<file path="config.mk">
export PLATFORM = sky130hd
export DESIGN_NAME = mem_arbiter
export DESIGN_NICKNAME = d
export VERILOG_FILES = /design/src/rtl/mem_arbiter_pkg.sv /design/src/rtl/mem_arbiter_bytepack.sv /design/src/rtl/mem_arbiter.sv
export SDC_FILE = /design/constraint.sdc
export NUM_CORES = 1
export LEC_CHECK = 0
export ABC_AREA = 1
export ABC_CLOCK_PERIOD_IN_PS = 2300
export CELL_PAD_IN_SITES_DETAIL_PLACEMENT = 1
export CELL_PAD_IN_SITES_GLOBAL_PLACEMENT = 1
export CORE_UTILIZATION = 44
export DETAILED_ROUTE_END_ITERATION = 10
export DONT_BUFFER_PORTS = 1
export PLACE_DENSITY = 0.8
export SYNTH_ARGS = -nofsm -noshare
export SYNTH_HDL_FRONTEND = slang
export SYNTH_HIERARCHICAL = 1
export SYNTH_SLANG_ARGS = --single-unit
</file>
<file path="constraint.sdc">
create_clock -name clk -period 2.3 [get_ports clk]
set_input_delay 0.46 -clock clk [delete_from_list [all_inputs] [get_ports clk]]
set_output_delay 0.46 -clock clk [all_outputs]
set_load 0.005 [all_outputs]
</file>
<file path="src/rtl/mem_arbiter_pkg.sv">
// Shared state encoding, length codes and beat-count helper for mem_arbiter.
package mem_arbiter_pkg;

  typedef enum logic [2:0] {
    MemArbIdle,
    MemArbIfRd,
    MemArbMemRd,
    MemArbMemWr,
    MemArbDone
  } arb_state_e;

  typedef enum logic {
    GrantIf  = 1'b0,
    GrantMem = 1'b1
  } grant_e;

  localparam logic [1:0] MemLenByte = 2'b00;
  localparam logic [1:0] MemLenHalf = 2'b01;
  localparam logic [1:0] MemLenWord = 2'b10;

  // Index of the final byte beat; code 11 behaves as a word.
  function automatic logic [1:0] last_beat(input logic [1:0] len);
    case (len)
      MemLenByte: return 2'd0;
      MemLenHalf: return 2'd1;
      default:    return 2'd3;
    endcase
  endfunction

endpackage

</file>
<file path="src/rtl/mem_arbiter_bytepack.sv">
// Byte-lane helper: picks the store byte for a lane and merges a read byte into its lane.
module mem_arbiter_bytepack
  import mem_arbiter_pkg::*;
(
  input  logic [1:0]  i_wlane,
  input  logic [31:0] i_wdata,
  output logic [7:0]  o_wbyte,
  input  logic [1:0]  i_rlane,
  input  logic [31:0] i_acc,
  input  logic [7:0]  i_rbyte,
  output logic [31:0] o_acc
);

  always_comb begin
    o_wbyte = '0;
    case (i_wlane)
      2'd0:    o_wbyte = i_wdata[7:0];
      2'd1:    o_wbyte = i_wdata[15:8];
      2'd2:    o_wbyte = i_wdata[23:16];
      default: o_wbyte = i_wdata[31:24];
    endcase
  end

  always_comb begin
    o_acc = i_acc;
    case (i_rlane)
      2'd0:    o_acc[7:0]   = i_rbyte;
      2'd1:    o_acc[15:8]  = i_rbyte;
      2'd2:    o_acc[23:16] = i_rbyte;
      default: o_acc[31:24] = i_rbyte;
    endcase
  end

endmodule

</file>
<file path="src/rtl/mem_arbiter.sv">
// Byte-wide RAM port arbiter between instruction fetch and the MEM stage.
// Optional MEMARB_FAIR_EN: alternate grants when both requesters are pending.
module mem_arbiter
  import mem_arbiter_pkg::*;
#(
  parameter int unsigned ADDR_W = 32
) (
  input  logic              clk,
  input  logic              rst,
  input  logic              if_req_i,
  input  logic [31:0]       if_addr_i,
  output logic [31:0]       if_data_o,
  output logic              if_done_o,
  input  logic              mem_req_i,
  input  logic              mem_we_i,
  input  logic [1:0]        mem_len_i,
  input  logic [31:0]       mem_addr_i,
  input  logic [31:0]       mem_wdata_i,
  output logic [31:0]       mem_rdata_o,
  output logic              mem_done_o,
  output logic              stallreq_if_o,
  output logic              stallreq_mem_o,
  output logic [ADDR_W-1:0] ram_addr_o,
  output logic              ram_we_o,
  output logic [7:0]        ram_dout_o,
  input  logic [7:0]        ram_din_i
);

  arb_state_e  r_state;
  logic [1:0]  r_cnt;
  logic [1:0]  r_last;
  logic [31:0] r_acc;
  logic        w_grant_mem;
  logic [1:0]  w_wlane;
  logic [7:0]  w_wbyte;
  logic [31:0] w_acc;

  assign stallreq_if_o  = if_req_i & ~if_done_o;
  assign stallreq_mem_o = mem_req_i & ~mem_done_o;

`ifdef MEMARB_FAIR_EN
  grant_e r_last_grant;

  assign w_grant_mem = mem_req_i & (~if_req_i | (r_last_grant == GrantIf));

  always_ff @(posedge clk) begin
    if (rst) begin
      r_last_grant <= GrantIf;
    end else if (r_state == MemArbIdle && (mem_req_i || if_req_i)) begin
      r_last_grant <= w_grant_mem ? GrantMem : GrantIf;
    end
  end
`else
  assign w_grant_mem = mem_req_i;
`endif

  // Store byte for the beat being issued next: lane 0 on grant, cnt+1 afterwards.
  assign w_wlane = (r_state == MemArbIdle) ? 2'd0 : r_cnt + 2'd1;

  mem_arbiter_bytepack u_bytepack (
    .i_wlane (w_wlane),
    .i_wdata (mem_wdata_i),
    .o_wbyte (w_wbyte),
    .i_rlane (r_cnt),
    .i_acc   (r_acc),
    .i_rbyte (ram_din_i),
    .o_acc   (w_acc)
  );

  always_ff @(posedge clk) begin
    if (rst) begin
      r_state     <= MemArbIdle;
      r_cnt       <= '0;
      r_last      <= '0;
      r_acc       <= '0;
      ram_addr_o  <= '0;
      ram_we_o    <= 1'b0;
      ram_dout_o  <= '0;
      if_data_o   <= '0;
      if_done_o   <= 1'b0;
      mem_rdata_o <= '0;
      mem_done_o  <= 1'b0;
    end else begin
      if_done_o  <= 1'b0;
      mem_done_o <= 1'b0;
      case (r_state)
        MemArbIdle: begin
          r_cnt <= '0;
          r_acc <= '0;
          if (w_grant_mem) begin
            r_last     <= last_beat(mem_len_i);
            ram_addr_o <= mem_addr_i[ADDR_W-1:0];
            if (mem_we_i) begin
              r_state    <= MemArbMemWr;
              ram_we_o   <= 1'b1;
              ram_dout_o <= w_wbyte;
              mem_done_o <= (last_beat(mem_len_i) == 2'd0);
            end else begin
              r_state <= MemArbMemRd;
            end
          end else if (if_req_i) begin
            r_state    <= MemArbIfRd;
            r_last     <= 2'd3;
            ram_addr_o <= if_addr_i[ADDR_W-1:0];
          end
        end
        // Store completion is flagged together with the final beat, one cycle
        // earlier than a read of the same length.
        MemArbMemWr: begin
          if (r_cnt == r_last) begin
            r_state  <= MemArbDone;
            ram_we_o <= 1'b0;
          end else begin
            r_cnt      <= r_cnt + 2'd1;
            ram_addr_o <= ram_addr_o + ADDR_W'(1);
            ram_dout_o <= w_wbyte;
            mem_done_o <= ((r_cnt + 2'd1) == r_last);
          end
        end
        MemArbIfRd, MemArbMemRd: begin
          if (r_state == MemArbIfRd && !if_req_i) begin
            r_state <= MemArbIdle;
          end else if (r_cnt == r_last) begin
            r_state <= MemArbDone;
            if (r_state == MemArbIfRd) begin
              if_data_o <= w_acc;
              if_done_o <= 1'b1;
            end else begin
              mem_rdata_o <= w_acc;
              mem_done_o  <= 1'b1;
            end
          end else begin
            r_acc      <= w_acc;
            r_cnt      <= r_cnt + 2'd1;
            ram_addr_o <= ram_addr_o + ADDR_W'(1);
          end
        end
        MemArbDone: r_state <= MemArbIdle;
        default:    r_state <= MemArbIdle;
      endcase
    end
  end

endmodule
</file>
==> summary.md <==
| Metric | Value |
|---|---|
| Register area share after synthesis | 39.7% |
| Yosys cell types | 33 |
| Resized Gates After CTS | 0 |
| DR WL met2 | 10800 um |
| I/O pin total | 220 |
| Unrepaired setup endpoints after global routing | no |
| Clk slew on worst S/H paths | 0.06 ns |
| Drc violations | 0 |
| DR iter-0 viols | approximately 400 |
| First-pass GRT wire length | 38800 um |
| Largest net degree at the start of global routing | 56 |
| Final min period | 1.98 ns |
| Status | finished clean |
| Cell internal pwr | 6.08 mW |
| Synth warnings | 6 |
| Starting density of the core | 45.7% |
| Critical Path Source | r_state[0] |
| Share of layout cells above drive strength 1 | 7.75% |
| DIE HEIGHT | 131 um |
| Critical Path Sink Type | flop |
| Max Fclk | 0.505 GHz |
| Post-Synthesis Cells | 1134 |
| DRT Pass-1 Iters | 5 |
| Fin cells | between 1000 and 1500 |
| Area grow syn2layout | 10.0% |
| DR vias | approximately 7400 |
| FF-to-FF Start | r_state[0] |
| VDD IR max | 627 uV |
| Final wirelength | 23900 um |
| Setup violations, final | 0 |
| Vias per inst | 5.55 |
| Commonest non-fill, non-tap cell in the layout | nand2_1 |
| Initial antenna violation count | 0 |
| Pleak | 3.25 nW |
| HP Start | rst |
| Mean post-synth cell area | 6.49 um^2 |
| Worst EP arrival | between 2 and 2.5 ns |
| CP Max Fanout | 11 |
| Slew margin rel. | 55.1% |
| GPL Wtd Cong | 0.898 |
| Synthesized area | 0.00736 mm^2 |
| WP data required | 2.60 ns |
| Post-Syn Nets | 1246 |
| Sinks on the clock net | 146 |
| Most frequent cells in the layout | nand2_1, nor2_1, dfxtp_1 |
| Fin nets | 1223 |
| Register share of total power | 37.0% |
| Cell Rows | 46 |
| Sw Pwr | 4.55 mW |
| Floorplan core area | 0.0161 mm^2 |
| Antenna-violating nets left | 0 |
| Max_cap viols | 0 |
| Power share of the clock group | 26.2% |
| CTS tree | done |
| Wire length on met1 | 11000 um |
| Port bufs | 0 |
| Worst Hold Slack | ~0.11 ns |
| #FFs+latches synth | 146 |
| DR WL met3 | 1780 um |
| Crit-path cells | nand2_1 > nor2_1 > inv_1 > nor2_2 > nor2_1 > o21ai_1 > nor2_1 |
| Final hold viol count | 0 |
| Switching Fraction | 42.8% |
| Die W | around 130 um |
| Setup TNS | 0 ns |
| Setup Buffers After CTS | 0 |
| Slowest cell on the critical path | dfxtp_1 |
| Post-DP HPWL | 17000 um |
| Worst hold-check path type | in2reg |
| CP delay by family, top | simple AND/OR/NAND/NOR gates |
| Combinational power share | between 30% and 40% |
| DR WL/cell | 17.9 um |
| CTS Hold Buffers Added | 0 |
| Antenna fix cells | 0 |
| CTS max path bufs | 2 |
| Num CTS Buffers | 17 |
| Cell mode on critical path | nor2_1 |
| Gr usage total | 28.0% |
| Critical Path Source Type | flop |
| Die area | 0.0173 mm^2 |
| Placed Cells | approximately 1300 |
| CP Buf/Inv Count | 1 |
| Vias in the first global route | between 7000 and 8000 |
| Clock skew | 0.0121 ns |
| Pins Over Slew Limit | 0 |
| Grt total ovfl | 0 |
| Worst-Margin Slew | 0.666 ns |
| H-tree depth | 4 |
| Period utilization | a little under nine tenths |
| Top sig layer | met4 |
| Crit path kind | reg2reg |
| CP peak stage delay | 0.48 ns |
| PD cells | about 1300 mW/mm^2 |
| Filler Cells Inserted | 2151 |
| Worst-skew pair later-pin latency | 0.42 ns |
| Root Buffer | clkbuf_16 |
==> worst reg2reg max path, stage by stage (launching register included) <==
cell,delay (ns)
dfxtp_1,0.48
nand2_1,0.14
nor2_1,0.22
inv_1,0.11
nor2_2,0.40
nor2_1,0.25
o21ai_1,0.20
nor2_1,0.06
==> cells in the mapped netlist <==
master	number	area (um^2)
a21oi_1	98	490
ha_1	1	12.5
dfxtp_1	146	2920
o211a_1	1	10.0
nor2_1	233	875
nand2_2	8	50.1
nor3_2	1	10.0
nor2_2	3	18.8
inv_1	44	165
buf_1	2	7.51
buf_2	16	80.1
nor3_1	12	60.1
a31oi_1	3	18.8
nand3_2	4	40.0
nand2_1	283	1060
o21ai_0	72	360
a21oi_4	1	16.3
a211oi_1	1	7.51
nand4_1	11	68.8
o21a_1	2	15.0
inv_2	10	37.5
nand3b_1	10	75.1
o21ai_1	66	330
o22ai_1	1	6.26
xnor2_1	4	35.0
buf_4	11	82.6
buf_6	4	45.0
nor2_4	4	45.0
xor2_1	9	78.8
or2_2	2	12.5
clkbuf_1	29	109
o211ai_1	1	7.51
nand3_1	41	205
==> kinds of logic after synthesis <==
family | share of synthesized area [%]
simple gates | 34.3
compound gates | 17.2
flops | 39.7
buf+inv | 7.16
xor+xnor | 1.55
fa+ha+maj | 0.170
==> stage by stage <==
| step | util (%) | worst slack (ns) | total power, mW | instance area [um^2] |
|---|---|---|---|---|
| after global routing | 50.2 | 0.156 | 11.3 | 8100 |
| after detailed placement | 46.6 | 0.193 | 7.84 | 7500 |
| after CTS | 50.2 | 0.0537 | 10.7 | 8100 |
| after floorplan | - | 0.667 | 6.70 | 7360 |
| after global placement | 46.6 | 0.332 | 7.73 | 7500 |
| final | 50.2 | 0.321 | 10.6 | 8100 |
==> layout make-up <==
cell class                      instances  area (um^2)  share of cell area (%)
Sequential cell                       146         2920                    36.1
Multi-Input combinational cell        872         3920                    48.4
Timing Repair Buffer                   20          188                    2.32
Clock inverter                         13          153                    1.89
Inverter                               54          203                    2.50
Tap cell                              216          270                    3.34
Clock buffer                           18          439                    5.42
==> flip-flops by register name, indices dropped and copies added, names as in the netlist <==
register and count:
r_acc 32, r_state 3, ram_addr_o 32, mem_done_o 1, ram_we_o 1, mem_rdata_o 32, ram_dout_o 8, if_data_o 32
r_cnt 2, r_last 2, if_done_o 1
==> per-layer routing <==
layer,GRT usage (%),vias up
li1,-,3630
met1,36.2,3497
met2,45.7,265
met3,7.64,34
met4,8.01,0
met5,0,-
==> worst paths after layout <==
| path | to | slack [ns] | depth (start not counted) |
|---|---|---|---|
| setup / recovery | ram_dout_o[1] | 0.32 | 7 |
| hold / removal | ram_addr_o[1] | 0.11 | 1 |
| setup reg to reg | ram_dout_o[1] | 0.32 | 7 |
| hold reg to reg | r_acc[24] | 0.46 | 2 |
==> power groups by stage <==
| stage | logic (mW) | clock network, mW | registers (mW) |
|---|---|---|---|
| finish | 3.92 | 2.78 | 3.93 |
| global route | 4.40 | 2.93 | 4.01 |
| CTS | 3.91 | 2.82 | 3.93 |
| detailed placement | 3.87 | 0 | 3.98 |
| global placement | 3.78 | 0 | 3.96 |
| floorplan | 2.96 | 0 | 3.74 |
No activity file was read; power rests on OpenSTA's default activity.
